**config.mk**
```make
export PLATFORM = sky130hd
export DESIGN_NAME = uart_receiver
export DESIGN_NICKNAME = d
export VERILOG_FILES = /design/src/rtl/uart_receiver.sv
export SDC_FILE = /design/constraint.sdc
export NUM_CORES = 1
export LEC_CHECK = 0
export BUFFER_PORTS_ARGS = -buffer_cell sky130_fd_sc_hd__buf_4
export CORE_AREA = 2 2 62 64
export CTS_CLUSTER_DIAMETER = 30
export DETAILED_ROUTE_END_ITERATION = 8
export DIE_AREA = 0 0 64 66
export PLACE_DENSITY = 0.75
export RECOVER_POWER = 25
export SYNTH_ARGS = -nofsm -noshare
export SYNTH_HDL_FRONTEND = slang
export SYNTH_SLANG_ARGS = --single-unit
```
**constraint.sdc**
```tcl
create_clock -name clk -period 2.2 [get_ports clk]
set_input_delay 0.11 -clock clk [delete_from_list [all_inputs] [get_ports clk]]
set_output_delay 0.11 -clock clk [all_outputs]
set_load 0.02 [all_outputs]
```
**src/rtl/uart_receiver.sv**
```systemverilog
// 8N1 UART receiver: two-flop input synchronizer, mid-bit sampling FSM and a
// one-entry output register with valid/ready handshake, overrun and framing flags.
module uart_receiver #(
  parameter int CLKS_PER_BIT = 2604
) (
  input  logic       clk,
  input  logic       reset,
  input  logic       rx,
  output logic [7:0] data,
  output logic       valid,
  input  logic       ready,
  output logic       frame_error,
  output logic       overrun,
  output logic       busy
);

  localparam int CNT_W = $clog2(CLKS_PER_BIT);
  localparam logic [CNT_W-1:0] CNT_LAST = CNT_W'(CLKS_PER_BIT - 1);
  localparam logic [CNT_W-1:0] CNT_MID  = CNT_W'(CLKS_PER_BIT / 2 - 1);

  typedef enum logic [2:0] {
    S_IDLE,
    S_START,
    S_DATA,
    S_STOP,
    S_BRK
  } state_t;

  state_t           state_q, state_d;
  logic [CNT_W-1:0] cnt_q, cnt_d;
  logic [2:0]       idx_q, idx_d;
  logic [7:0]       shift_q, shift_d;
  logic [7:0]       data_q, data_d;
  logic             valid_q, valid_d;
  logic             ovr_q, ovr_d;
  logic             fe_q, fe_d;
  logic             rx_meta_q, rx_s_q;
  logic             deliver;
  logic             handshake;

  assign handshake = valid_q & ready;

  always_comb begin
    state_d = state_q;
    cnt_d   = cnt_q;
    idx_d   = idx_q;
    shift_d = shift_q;
    data_d  = data_q;
    valid_d = valid_q;
    ovr_d   = ovr_q;
    fe_d    = 1'b0;
    deliver = 1'b0;

    case (state_q)
      S_IDLE: begin
        if (!rx_s_q) begin
          state_d = S_START;
          cnt_d   = '0;
        end
      end
      S_START: begin
        // Re-check the line half a bit in; a short low pulse is treated as noise.
        if (cnt_q == CNT_MID) begin
          cnt_d = '0;
          if (!rx_s_q) begin
            state_d = S_DATA;
            idx_d   = '0;
          end else begin
            state_d = S_IDLE;
          end
        end else begin
          cnt_d = cnt_q + CNT_W'(1);
        end
      end
      S_DATA: begin
        if (cnt_q == CNT_LAST) begin
          shift_d[idx_q] = rx_s_q;
          cnt_d          = '0;
          if (idx_q == 3'd7) begin
            state_d = S_STOP;
            idx_d   = '0;
          end else begin
            idx_d = idx_q + 3'd1;
          end
        end else begin
          cnt_d = cnt_q + CNT_W'(1);
        end
      end
      S_STOP: begin
        if (cnt_q == CNT_LAST) begin
          cnt_d = '0;
          if (rx_s_q) begin
            deliver = 1'b1;
            state_d = S_IDLE;
          end else begin
            fe_d    = 1'b1;
            state_d = S_BRK;
          end
        end else begin
          cnt_d = cnt_q + CNT_W'(1);
        end
      end
      S_BRK: begin
        // A held-low line must return high before a new start bit is accepted.
        if (rx_s_q) state_d = S_IDLE;
      end
      default: state_d = S_IDLE;
    endcase

    if (deliver) begin
      if (!valid_q || ready) begin
        data_d  = shift_q;
        valid_d = 1'b1;
        ovr_d   = 1'b0;
      end else begin
        ovr_d = 1'b1;
      end
    end else if (handshake) begin
      valid_d = 1'b0;
      ovr_d   = 1'b0;
    end
  end

  always_ff @(posedge clk or posedge reset) begin
    if (reset) begin
      rx_meta_q <= 1'b1;
      rx_s_q    <= 1'b1;
      state_q   <= S_IDLE;
      cnt_q     <= '0;
      idx_q     <= '0;
      shift_q   <= '0;
      data_q    <= '0;
      valid_q   <= 1'b0;
      ovr_q     <= 1'b0;
      fe_q      <= 1'b0;
    end else begin
      rx_meta_q <= rx;
      rx_s_q    <= rx_meta_q;
      state_q   <= state_d;
      cnt_q     <= cnt_d;
      idx_q     <= idx_d;
      shift_q   <= shift_d;
      data_q    <= data_d;
      valid_q   <= valid_d;
      ovr_q     <= ovr_d;
      fe_q      <= fe_d;
    end
  end

  assign data        = data_q;
  assign valid       = valid_q;
  assign overrun     = ovr_q;
  assign frame_error = fe_q;
  assign busy        = (state_q != S_IDLE);

endmodule

```
==> flow_metrics.tcl, run 1 <==
set metrics [dict create \
    outcome "completed" \
    antenna_found_initial 0 \
    cts-root-buf "clkbuf_4" \
    wl_um 3970 \
    swShare_pct 22.0 \
    avgSynthCellArea_um2 11.1 \
    cts_max_level 2 \
    drv_slew 0 \
    dpl.hpwl_um 2830 \
    grtUsageTotal_pct 21.7 \
    fillers 274 \
    rows 22 \
    core_area_um2 3550 \
    ys_seq_elements 39 \
    clkPwrFrac_pct 33.3 \
    cts_tree "yes" \
    yosysUniqueCellTypes 50 \
    synth_area_um2 2040 \
    path_clk_slew_ns 0.11 \
    async_flop_share_pct 100 \
    synth_ff_type "dfrtp_1" \
    synthTopCellsByArea "dfrtp_1 45%, mux2_2 8.8%, nand2_1 2.8%" \
    seq_power_share_pct 63.8 \
    grt_pass1_wl_um 6950 \
    fin_skew_ns 0.00786 \
    path_cells "ha_1, nor4b_4, and3_1, buf_4, nand4_4, mux2_2" \
    cpPeakStageDelay_ns 0.46 \
    cp_slowest_cell "dfrtp_1" \
    hold_ws_ns 0.364 \
    vias_per_cell 5.96 \
    dpl_cell_area_um2 2190 \
    synth_cells 184 \
    wire_per_inst_um 15.6 \
    synth_edf_count 0 \
    p_sw_uw 251 \
    fin_area_um2 2280 \
    relSlewSlack_pct 37.6 \
    clk_latency_ns 0.34 \
    die_h_um 66 \
    max_freq_mhz 487 \
    synth_nets 192 \
    route.vias.total 1514 \
    arrival_ns 2.29 \
    period_share_pct 93.4 \
    max_cap_viol_count 0 \
    crit_path_end_kind "flip-flop" \
    firstDrtPassIters 4 \
    stdcell_count 254 \
    tightest_slew_ns 0.936 \
    grt_max_degree 40 \
    yosysTopAreaCellShare_pct 45.3 \
    p_per_area_nw_per_um2 501 \
    ios 16 \
    yosysWarnings 0 \
    dp_cells 243 \
    ys_seq_area_share_pct 47.9 \
    leakagePower_nw 1.04 \
    pwr-share-comb_pct 2.8 \
    synth_common_cells "37 x dfrtp_1, 16 x mux2_2, 15 x nand2_1" \
    regArea_um2 978 \
    start_kind "flip-flop" \
    finalHoldViolCount 0 \
    gp_congestion 0.820 \
    finalSetupTns_ns 0 \
    port_buffers 15 \
    drive_gt1_share_pct 27.7 \
    postRouteAntennaNets 0 \
    power.internal_uw 889 \
    area_delta_synth_final_pct 11.4 \
    setup_viol_count_final 0 \
    start_util_pct 57.5 \
    cp.required_ns 2.44 \
    drt_iter0_markers 109 \
    multiInputGateArea_um2 985 \
    yosysMostFrequentCell "dfrtp_1" \
    critPathKind "flip-flop to flip-flop" \
    clkSinkCount 39 \
    antenna_cells 0 \
    final_nets 213 \
    peakVddDrop_mv 0.335 \
    rsz0062_at_grt "true" \
    min_path_type "flip-flop to flip-flop" \
    fp.dieW_um 64 \
    fin_util_pct 64.1 \
    drc_errors 0 \
    worstPathMaxFanout 8 \
    cts_buffers 5 \
    clockBufferDepth 2 \
    grt_pass1_vias 1522 \
    layout_min_cycle_time_ns 2.06 \
    dieArea_um2 4220 \
    grt_overflow 0 \
    synth_area_leader_cell "dfrtp_1" \
]
sequential cells by signal, indices dropped and copies added, names as in the netlist:
register	cells
state_q	3
cnt_q	12
shift_q	8
data	8
rx_s_q	1
valid	1
idx_q	3
frame_error	1
rx_meta_q	1
overrun	1
through the flow:
stage / total power [mW] / worst slack, ns
2_1_floorplan: 0.757 / 0.342
3_3_place_gp: 0.769 / 0.273
3_5_place_dp: 0.771 / 0.165
4_1_cts: 1.15 / 0.154
5_1_grt: 1.19 / -0.0109
6_report: 1.14 / 0.145
timing repair:
item	in CTS	in global routing
hold buffers	3	0
resized for setup	0	0
buffers inserted	0	0
setup endpoints to repair	0	2
hold endpoints to repair	39	0
cell usage in the layout, fill, tap and decap left out, drive strengths merged, types with 5 or more instances in the layout:
cell	instances
mux2	16
nor2	11
nand2	15
nor3b	5
nand3	9
dfrtp	37
clkbuf	10
o21ai	8
a21oi	10
inv	6
buf	16
final cells by class:
type | count | area share, %
inverters | 6 | 0.990
multi-input cells | 131 | 43.3
flip-flops and latches | 39 | 43.0
clock inverters | 1 | 0.220
clock buffers | 7 | 2.42
repair buffers | 22 | 7.48
well taps | 48 | 2.64
per-layer routing:
| layer | vias up | routed length, um | track usage [%] |
|---|---|---|---|
| li1 | 707 | - | - |
| met1 | 759 | 1700 | 25.6 |
| met2 | 38 | 2060 | 37.6 |
| met3 | 10 | 143 | 5.28 |
| met4 | 0 | 70 | 9.51 |
| met5 | - | 0 | 0 |
kinds of logic (layout without fill, tap and decap cells):
group,count (synthesis),count (layout),share of synthesized area [%]
DFF,39,39,47.9
xor gates and xnor gates,2,2,0.857
muxes,19,19,10.3
adders and majority gates,4,4,2.45
AOI/OAI and AO/OA,38,38,12.4
and+or+nand+nor,68,68,22.2
buffers and inverters,14,36,3.92
worst paths after layout:
| kind | from | to | slack (ns) | depth (start not counted) |
|---|---|---|---|---|
| hold / removal | rx_meta_q | rx_s_q | 0.36 | 0 |
| min in group asynchronous | reset | cnt_q[6] | 0.60 | 4 |
| hold reg to reg | rx_meta_q | rx_s_q | 0.36 | 0 |
| max in group asynchronous | reset | state_q[1] | 1.02 | 4 |
| setup reg to reg | cnt_q[0] | data[0] | 0.14 | 6 |
| setup / recovery | cnt_q[0] | data[0] | 0.14 | 6 |
power by group through the flow:
stage,combinational (mW),sequential (mW),clock [mW]
after floorplan,0.0172,0.740,0
after global placement,0.0289,0.741,0
after detailed placement,0.0300,0.741,0
after CTS,0.0343,0.727,0.387
after global routing,0.0371,0.728,0.427
final,0.0323,0.727,0.380
worst max-delay path: cells and delay by family (launching register included):
family	cells	cell delay (ns)
adders and majority gates	1	0.25
buffers and inverters	1	0.18
DFF	1	0.46
muxes	1	0.33
and+or+nand+nor	3	0.73
Power figures use the tool's default switching activity.
==> run 2: changes to the inputs <==
Settings changed: PLACE_DENSITY 0.75 to 0.83.
==> run 2 against run 1 <==
Clock power grew 32%. Clock skew grew 0.0033 ns. Via count shrank 2.4%. Non-clock buffer count shrank 1. Largest cell class unchanged. Largest power group unchanged.
==> flow_metrics.tcl, run 2 (synthesis gave the netlist of run 1 again) <==
set metrics [dict create \
    postLayoutSetupSlackWorst_ns 0.189 \
    min_from "rx_meta_q" \
    peakVddDrop_mv 0.352 \
    die_h_um 66 \
    fillers 290 \
    cts-root-buf "clkbuf_4" \
    cp.required_ns 2.44 \
    rows 22 \
    fp.dieW_um 64 \
    cts_tree "yes" \
    area_delta_synth_final_pct 12.4 \
    cts_max_level 2 \
    antenna_cells 0 \
    grt_pass1_wl_um 6980 \
    cts_buffers 5 \
    fin_skew_ns 0.0112 \
    gp_congestion 0.895 \
    layout_commonest_cell "dfrtp_1" \
    arrival_ns 2.25 \
    wl_met3_um 164 \
    relSlewSlack_pct 37.5 \
    route.vias.total 1477 \
    finalSetupTns_ns 0 \
    ios 16 \
    finalHoldViolCount 0 \
    rsz0062_at_grt "false" \
    path_clk_slew_ns 0.11 \
    final_cell_mix "36 x dfrtp_1, 16 x mux2_2, 15 x nand2_1, 15 x buf_4, 11 x nor2_1" \
    grt_max_degree 40 \
    worstPathMaxFanout 8 \
    path_cells "ha_1, nor4b_4, and3_1, buf_4, nand4_4, mux2_2" \
    grt_pass1_vias 1521 \
    outcome "completed" \
    dr.max_layer_used "met4" \
    p_per_area_nw_per_um2 549 \
    setup_viol_count_final 0 \
    antenna_found_initial 0 \
    leakagePower_nw 1.04 \
    cp_slowest_cell "dfrtp_2" \
    max_cap_viol_count 0 \
    critPathKind "flip-flop to flip-flop" \
    max_freq_mhz 497 \
    port_buffers 15 \
    drt_iter0_markers 115 \
    wl_um 3900 \
    drc_errors 0 \
    clkSinkCount 39 \
    grtUsageTotal_pct 21.7 \
    clockBufferDepth 2 \
    layout_min_cycle_time_ns 2.01 \
    min_path_type "flip-flop to flip-flop" \
    start_kind "flip-flop" \
    largest_reg_flops 12 \
    period_share_pct 91.4 \
    met2_length_um 2030 \
    multiInputGateArea_um2 985 \
    clk_latency_ns 0.35 \
    vias_per_cell 5.84 \
    top_register "cnt_q" \
    crit_path_start "cnt_q[0]" \
    postRouteAntennaNets 0 \
    crit_path_end_kind "flip-flop" \
    drive_gt1_share_pct 28.3 \
    wl_met1_um 1640 \
    drv_slew 0 \
    grt_overflow 0 \
    dieArea_um2 4220 \
    post-place-ws_ns 0.153 \
    core_area_um2 3550 \
    final_nets 212 \
    firstDrtPassIters 4 \
    tightest_slew_ns 0.938 \
    r2r_start "cnt_q[0]" \
    start_util_pct 57.5 \
    dpl.hpwl_um 2770 \
    regArea_um2 980 \
    wire_per_inst_um 15.4 \
    cpPeakStageDelay_ns 0.43 \
]
-- run 2: through the flow --
step                utilization (%)  hold WS (ns)  std cells  cell area (um2)  power (mW)
global placement               61.4         0.218        242             2180       0.769
finish                         64.7         0.363        253             2300        1.26
CTS                            64.7         0.364        253             2300        1.27
detailed placement             61.4         0.219        242             2180       0.771
global route                   64.7         0.374        253             2300        1.32
floorplan                         -         0.114        184             2040       0.757
-- run 2: cell type report --
cell class                 count  area share (%)
clock buffer                   6            2.23
tap                           48            2.62
inverter                       6           0.981
sequential                    39            42.7
clock inverter                 2            1.53
multi-input combinational    131            42.9
timing repair buffer          21            7.08
-- run 2: what timing repair did --
action	4_1_cts	5_1_grt
endpoints found under the setup margin	0	4
endpoints found under the hold margin	39	0
hold buffers	3	0
buffers inserted	0	0
resized for setup	0	1
-- run 2: path summary, 6_finish.rpt --
check                                 to  slack, ns  cells after the start
min in group asynchronous        data[2]       0.58                      4
worst max-delay path             data[7]       0.19                      6
max in group asynchronous       cnt_q[0]       0.98                      4
worst max register to register   data[7]       0.19                      6
worst min register to register    rx_s_q       0.36                      0
worst min-delay path              rx_s_q       0.36                      0
-- run 2: power by group --
part	leakage [nW]	switching, mW	total (mW)	internal, mW
combinational	0.474	0.0196	0.0317	0.0122
clock	0.0482	0.232	0.501	0.268
sequential	0.520	0.00568	0.727	0.721
total	1.04	0.258	1.26	1.00
-- run 2: worst max-delay path, delay by kind of cell (launching register included) --
| kind | cells | cell delay [ns] |
|---|---|---|
| adders and majority gates | 1 | 0.23 |
| muxes | 1 | 0.35 |
| and+or+nand+nor | 3 | 0.70 |
| buffers and inverters | 1 | 0.18 |
| DFF | 1 | 0.43 |
-- run 2: layer usage --
| metal | GRT usage, % | vias to the layer above |
|---|---|---|
| met4 | 7.88 | 0 |
| li1 | - | 718 |
| met5 | 0 | - |
| met1 | 25.3 | 720 |
| met3 | 5.96 | 8 |
| met2 | 38.2 | 31 |
==> run 3: changes to the inputs <==
Clock period 2.2 ns to 2.29 ns, I/O delays scaled along.
==> run 3 against run 2 <==
Critical path depth unchanged. Cell area decreased by 1.3%. Maximum frequency decreased by 0.78%. Power decreased by 14%. Hold slack about the same. Sequential share of layout area increased by 0.51 points. Non-clock buffer count unchanged. Register-to-register slack improved by 0.07 ns. Setup slack improved by 0.074 ns. Global-route usage decreased by 1.7 points. Largest cell class unchanged. Highest routed layer unchanged.
==> flow_metrics.tcl, run 3 (synthesis gave the netlist of run 1 again) <==
set metrics [dict create \
    outcome "completed" \
    reg2regPathDepth 6 \
    leakagePower_nw 1.02 \
    crit_path_start "cnt_q[0]" \
    cts_max_level 2 \
    relSlewSlack_pct 38.6 \
    critPathKind "flip-flop to flip-flop" \
    largest_reg_flops 12 \
    cp.required_ns 2.53 \
    cts_buffers 5 \
    firstDrtPassIters 5 \
    cp-endpoint "data[7]" \
    p_per_area_nw_per_um2 477 \
    antenna_found_initial 0 \
    peakVddDrop_mv 0.208 \
    min_path_type "flip-flop to flip-flop" \
    finalSetupTns_ns 0 \
    vias_per_cell 5.84 \
    r2r_setup_slack_ns 0.26 \
    cpPeakStageDelay_ns 0.45 \
    clkSinkCount 39 \
    grt_pass1_vias 1471 \
    arrival_ns 2.26 \
    grtUsageTotal_pct 20.0 \
    crit_cells 6 \
    timing.rr.end "data[7]" \
    crit_path_end_kind "flip-flop" \
    final_nets 212 \
    crit_family "simple AND/OR/NAND/NOR gates" \
    r2r_start "cnt_q[0]" \
    start_kind "flip-flop" \
    tightest_slew_ns 0.922 \
    cp_slowest_cell "dfrtp_1" \
    gp_congestion 0.899 \
    grt_overflow 0 \
    cts_tree "yes" \
    max_freq_mhz 493 \
    clkPwrFrac_pct 32.6 \
    layout_commonest_cell "dfrtp_1" \
    fillers 275 \
    ios 16 \
    max_cap_viol_count 0 \
    wire_per_inst_um 14.7 \
    antenna_cells 0 \
    period_share_pct 88.5 \
    worstPathMaxFanout 8 \
    drt_iter0_markers 84 \
    power.internal_uw 822 \
    route.vias.total 1478 \
    grt_pass1_wl_um 6510 \
    clk_latency_ns 0.35 \
    fp.dieW_um 64 \
    post-place-ws_ns 0.257 \
    cts-root-buf "clkbuf_4" \
    dieArea_um2 4220 \
    drv_slew 0 \
    drc_errors 0 \
    drive_gt1_share_pct 27.8 \
    dpl.hpwl_um 2650 \
    grt_max_degree 40 \
    path_buf_inv 1 \
    postLayoutSetupSlackWorst_ns 0.263 \
    pwr-share-comb_pct 2.8 \
    layout_min_cycle_time_ns 2.03 \
    rows 22 \
    finalHoldViolCount 0 \
    postRouteAntennaNets 0 \
    path_clk_slew_ns 0.12 \
    swShare_pct 23.9 \
    path_cells "ha_1, nor4b_4, and3_1, buf_4, nand4_4, mux2_2" \
    area_delta_synth_final_pct 10.9 \
    top_register "cnt_q" \
    port_buffers 15 \
    fin_skew_ns 0.00918 \
    postCtsSetupBuffers 0 \
    core_area_um2 3550 \
    die_h_um 66 \
    start_util_pct 57.5 \
    rsz0062_at_grt "false" \
    p_sw_uw 259 \
    clockBufferDepth 2 \
    setup_viol_count_final 0 \
    wl_um 3710 \
    seq_power_share_pct 64.6 \
    final_cell_mix "37 x dfrtp_1, 16 x mux2_2, 15 x nand2_1, 15 x buf_4, 11 x nor2_1" \
]
-- run 3: per-stage QoR --
| step | total power, mW | instances | cell area, um2 | hold WS, ns | utilization, % |
|---|---|---|---|---|---|
| 6_report | 1.08 | 253 | 2270 | 0.363 | 63.8 |
| 5_1_grt | 1.13 | 253 | 2270 | 0.374 | 63.8 |
| 4_1_cts | 1.09 | 253 | 2270 | 0.365 | 63.9 |
| 3_5_place_dp | 0.741 | 242 | 2180 | 0.224 | 61.4 |
| 3_3_place_gp | 0.739 | 242 | 2180 | 0.223 | 61.4 |
| 2_1_floorplan | 0.727 | 184 | 2040 | 0.119 | - |
-- run 3: how the worst min path moves through the flow --
stage	slack (ns)	startpoint	endpoint	cells after the start
finish	0.36	rx_meta_q	rx_s_q	0
global route	0.37	rx_meta_q	rx_s_q	0
floorplan	0.12	rx	rx_meta_q	0
global placement	0.22	rx	rx_meta_q	1
CTS	0.36	rx_meta_q	rx_s_q	0
detailed placement	0.22	rx	rx_meta_q	1
-- run 3: area by class of cell --
class	count	area (um2)	area share, %
multi-input combinational	131	985	43.5
clock inverter	3	20.0	0.883
inverter	6	22.5	0.994
clock buffer	5	37.5	1.66
tap	48	60.1	2.65
sequential	39	978	43.2
timing repair buffer	21	163	7.18
-- run 3: per-layer routing --
metal	global-route usage (%)	vias to the layer above	share of wire (%)
li1	-	709	-
met1	22.8	722	43
met2	36.6	41	52
met3	5.28	6	4.3
met4	6.25	0	1.2
met5	0	-	0
-- run 3: power groups by stage --
| stage | Clock, mW | Combinational, mW | Sequential, mW |
|---|---|---|---|
| final | 0.352 | 0.0303 | 0.699 |
| after global routing | 0.393 | 0.0356 | 0.700 |
| after CTS | 0.363 | 0.0328 | 0.699 |
| after detailed placement | 0 | 0.0287 | 0.712 |
| after global placement | 0 | 0.0277 | 0.711 |
| after floorplan | 0 | 0.0165 | 0.711 |
-- run 3: repair_timing --
item	in CTS	in global routing
hold buffers	3	0
hold endpoints to repair	39	0
gates resized for setup	0	0
-- run 3: worst register-to-register path, cell delays in order, from the launching register on --
cell and delay (ns):
dfrtp_1 0.45, ha_1 0.24, nor4b_4 0.25, and3_1 0.29
buf_4 0.18, nand4_4 0.18, mux2_2 0.33
